===== src/rtl/sumsq_frame_feeder.sv =====
// sumsq_frame_feeder: squares signed samples, sums them over a 2**FRAME_LOG2 frame and emits a saturated radicand with a start pulse.
// Define ENERGY_MEAN_EN to emit the frame mean square (sum >> FRAME_LOG2) instead of the raw sum.
module sumsq_frame_feeder #(
   parameter int SAMPLE_BITS   = 8,
   parameter int FRAME_LOG2    = 4,
   parameter int RADICAND_BITS = 16
) (
   input  logic                          clk,
   input  logic                          reset,
   input  logic                          in_valid,
   input  logic signed [SAMPLE_BITS-1:0] in_sample,
   input  logic                          frame_abort,
   output logic                          start,
   output logic [RADICAND_BITS-1:0]      radicand,
   output logic                          sat,
   output logic [FRAME_LOG2-1:0]         sample_cnt
);
   localparam int SQ_W  = 2 * SAMPLE_BITS;
   localparam int ACC_W = SQ_W + FRAME_LOG2;
   localparam int XW    = ACC_W > RADICAND_BITS ? ACC_W : RADICAND_BITS;
   logic signed [SQ_W-1:0]   sq_s;
   logic [SQ_W-1:0]          sq_reg;
   logic                     sq_vld;
   logic                     sq_last;
   logic [ACC_W-1:0]         acc;
   logic [ACC_W-1:0]         sum;
   logic [ACC_W-1:0]         val;
   logic [XW-1:0]            ext;
   logic                     ovf;
   logic [RADICAND_BITS-1:0] rad_n;
   // most negative sample squared still fits 2*SAMPLE_BITS unsigned
   assign sq_s = SQ_W'(in_sample) * SQ_W'(in_sample);
   assign sum  = acc + ACC_W'(sq_reg);
`ifdef ENERGY_MEAN_EN
   assign val  = sum >> FRAME_LOG2;
`else
   assign val  = sum;
`endif
   assign ext   = XW'(val);
   assign ovf   = |(ext >> RADICAND_BITS);
   assign rad_n = ovf ? '1 : ext[RADICAND_BITS-1:0];
   always_ff @(posedge clk or posedge reset)
      if (reset) begin
         sq_reg     <= '0;
         sq_vld     <= 1'b0;
         sq_last    <= 1'b0;
         acc        <= '0;
         start      <= 1'b0;
         radicand   <= '0;
         sat        <= 1'b0;
         sample_cnt <= '0;
      end else begin
         sq_vld <= in_valid & ~frame_abort;
         start  <= sq_vld & sq_last & ~frame_abort;
         if (frame_abort) begin
            sample_cnt <= '0;
            acc        <= '0;
         end else begin
            if (in_valid) begin
               sq_reg     <= sq_s;
               sq_last    <= &sample_cnt;
               sample_cnt <= sample_cnt + 1'b1;
            end
            if (sq_vld) begin
               acc <= sq_last ? '0 : sum;
               if (sq_last) begin
                  radicand <= rad_n;
                  sat      <= ovf;
               end
            end
         end
      end
endmodule

===== config.mk =====
export PLATFORM = sky130hd
export DESIGN_NAME = sumsq_frame_feeder
export DESIGN_NICKNAME = d
export VERILOG_FILES = /design/src/rtl/sumsq_frame_feeder.sv
export SDC_FILE = /design/constraint.sdc
export NUM_CORES = 1
export LEC_CHECK = 0
export ABC_CLOCK_PERIOD_IN_PS = 3300
export CAP_MARGIN = 0
export CORE_UTILIZATION = 58
export DETAILED_ROUTE_END_ITERATION = 16
export GPL_TIMING_DRIVEN = 0
export PLACE_DENSITY_LB_ADDON = 0.3
export SLEW_MARGIN = 40
export SYNTH_ARGS = -nofsm -noshare
export SYNTH_HDL_FRONTEND = slang
export SYNTH_SLANG_ARGS = --single-unit

===== constraint.sdc =====
create_clock -name clk -period 3.3 [get_ports clk]
set_input_delay 0.495 -clock clk [delete_from_list [all_inputs] [get_ports clk]]
set_output_delay 0.495 -clock clk [all_outputs]
set_load 0.03 [all_outputs]

==> metrics.yaml <==
synthesis:
  synthCells: 568
  synth_top_area_share_pct: 27.9
  ys_async_sr_fraction_pct: 100
  yosysSeqAreaShare_pct: 27.9
  syn_avg_cell_area_um2: 9.33
  synth_nets: 670
  synth.distinct_cells: 55
  yosys.area.top_type: "dfrtp_1"
  synth_area_leaders: "dfrtp_1 28%, fa_1 17%, ha_1 11%, inv_1 6.4%, nand2_1 5.1%"
  synth_edf_count: 0
  synth_warnings: 0
  synth_area_um2: 5300
  yosys_most_used_dff: "dfrtp_1"
  synth_seq_cells: 59
finish:
  fin_util_pct: 75.1
  drive_above_1_share_pct: 22.3
  area_delta_synth_final_pct: 24.2
  nNetsFinal: 737
  fillers: 557
  n_antenna_cell: 0
  largest_reg_flops: 20
routing:
  routed_wl_mm: 12.5
  remaining_drc_errors: 0
  wl_met1_mm: 5.33
  dr_wl_met2_mm: 6.24
  via_per_inst: 5.76
  met3_wirelength_um: 452
  drtAntennaViolNets: 0
  drtPass1Iterations: 4
  highest_layer: "met4"
  first_iter_violations: 192
  route.vias.total: 4308
  wl_per_cell_um: 16.6
die:
  fp.dieH_um: 97.6
  coreArea_um2: 8760
  start_util_pct: 60.5
  io_pins: 34
  die_w_um: 97.6
  dieArea_um2: 9520
  rows: 34
timing:
  finalMaxSlewViolations: 0
  period_needed_ns: 4.01
  hold_violations: 0
  fin_skew_ns: 0.00928
  rsz0062_at_grt: "yes"
  setup_viol: 8
  final.period_utilization_pct: 121
  worst_pin_slew_ns: 0.641
  fin_ws_ns: -0.708
  slew_headroom_pct: 57.3
  tns_ns: -4.53
  fmax_mhz: 250
power_and_ir_drop:
  power.density_nw_per_um2: 699
  leakage_nw: 3.21
  worst_ir_drop_vdd_mv: 0.335
worst_setup_path:
  worstPathArrival_ns: 4.22
  reg2reg_from: "sq_reg[12]$_DFFE_PP0P_"
  startpoint_type: "input port"
  path_cells: "buf_8 -> clkbuf_16 -> and2_4 -> ha_4 -> buf_4 -> fa_2 -> inv_1 -> fa_1 -> fa_1 -> inv_1 -> ha_4 -> nand2_1 -> nand2_1 -> a41o_1 -> nor2_2 -> xor2_1 -> o21ai_1"
  slowest_delay_ns: 0.62
  ff2ff_setup_slack_ns: 0.53
  reg2reg_depth: 9
  worstSetupPathType: "input port to register"
  path_max_fanout: 5
  end_kind: "register"
  path_buf_inv: 5
  critPathTopFamily: "adder cells"
  cp.required_ns: 3.51
  slowest_stage: "fa_2"
  reg2reg_to: "radicand[1]$_DFFE_PP0P_"
job:
  maxCapViolations: 0
cts:
  clk_latency_ns: 0.34
  clk_path_buf_depth: 2
  path_clk_slew_ns: 0.07
  cts.sinks: 59
  cts_tree: "built"
  htreeDepth: 3
  hold_buffers: 0
  cts_buffers: 9
  cts_root_buffer: "clkbuf_8"
global_routing:
  antenna_found_initial: 0
  grtUsageTotal_pct: 27.7
  grt_max_degree: 44
  grt-ovfl-total: 0
  grt_pass1_wl_mm: 21.1
  grt_pass1_vias: 4443
placed_design:
  place.gp.congestion: 0.849
  io_buffers: 33
  place_hpwl_mm: 8.91
hold_path:
  min_path_type: "input port to async pin"
status:
  status: "finished with violations"
  violations: "setup timing"
==> worst max path at each step <==
stage            startpoint                      to  slack [ns]  cells after the start
2_1_floorplan  in_sample[7]  sq_reg[15]$_DFFE_PP0P_       -0.73                     15
3_5_place_dp   in_sample[1]  sq_reg[13]$_DFFE_PP0P_       -1.72                     16
5_1_grt        in_sample[1]  sq_reg[14]$_DFFE_PP0P_       -0.80                     19
6_report       in_sample[7]  sq_reg[13]$_DFFE_PP0P_       -0.71                     17
3_3_place_gp   in_sample[1]  sq_reg[15]$_DFFE_PP0P_       -1.71                     16
4_1_cts        in_sample[0]  sq_reg[14]$_DFFE_PP0P_       -0.80                     20
==> power by group <==
group	switching [mW]	leakage, nW	internal [mW]
logic	1.58	2.30	1.31
clock network	0.315	0.117	0.454
registers	0.0965	0.790	0.848
total	1.99	3.21	2.61
==> synthesized netlist by cell type, drive strengths merged (2+ instances only) <==
cell type,instances
a21oi,21
nor3,4
xnor2,20
xor2,15
nand2,73
a21o,9
or3,2
a2111oi,2
a211oi,4
nor3b,4
o211ai,7
o41ai,4
nor2,23
and3,2
a22o,11
dfrtp,59
o21a,2
o21bai,3
inv,91
mux2i,5
nand4,4
and2,18
fa,44
ha,46
clkbuf,17
o21ai,33
o311ai,2
nand3,15
a31oi,5
nand2b,7
==> per-stage QoR <==
stage	instance area [µm²]	hold WS, ns	instances	total power, mW	worst slack, ns
after floorplan	5480	0.447	568	2.79	-0.734
after global placement	5940	0.467	709	3.22	-1.71
after detailed placement	5960	0.471	710	3.30	-1.72
after CTS	6410	0.430	743	4.32	-0.800
after global routing	6580	0.442	748	4.95	-0.801
final	6580	0.430	748	4.60	-0.708
==> cell families after synthesis <==
group / count (synthesis) / share of synthesized area, %
simple gates: 156 / 14.8
compound gates: 114 / 15.3
buf+inv: 109 / 7.88
fa+ha+maj: 90 / 27.5
flops: 59 / 27.9
xor+xnor: 35 / 5.78
mux: 5 / 0.944
==> worst reg2reg max path, stage by stage (launching register included) <==
cell and delay (ns):
dfrtp_1 0.41, ha_1 0.39, a21oi_1 0.26, nor2_1 0.09, a2111oi_2 0.46, o311ai_2 0.19
mux2i_1 0.17, a311o_2 0.48, buf_6 0.19, nand3_2 0.07
==> metal layers <==
metal / GRT usage [%] / up-vias
li1: - / 2022
met1: 36.0 / 2123
met2: 46.6 / 121
met3: 4.17 / 42
met4: 10.4 / 0
met5: 0 / -
==> layout make-up <==
type	instances	area (µm²)	area share (%)
plain buffers	17	105	1.60
clock buffers	10	138	2.09
clock inverters	6	95.1	1.44
inverters	91	357	5.42
multi-input cells	400	3690	56.1
flip-flops and latches	59	1480	22.4
well taps	108	135	2.05
repair buffers	57	584	8.88
==> what timing repair did <==
item                       in CTS  in global routing
resized for setup              76                 41
gates cloned                    1                  0
setup buffers                  16                  6
pin swaps                      37                 27
setup endpoints to repair      11                 10
==> layout by cell type (no fill, tap or decap), types with 16 or more instances in the layout <==
cell,synthesis,routed
a21oi_1,21,17
buf_4,0,17
clkdlybuf4s50_1,0,25
dfrtp_1,59,59
fa_1,44,38
ha_1,46,33
inv_1,91,70
inv_2,0,16
nand2_1,72,67
nor2_1,23,21
o21ai_0,30,21
xnor2_1,20,17
Power figures use the tool's default switching activity.
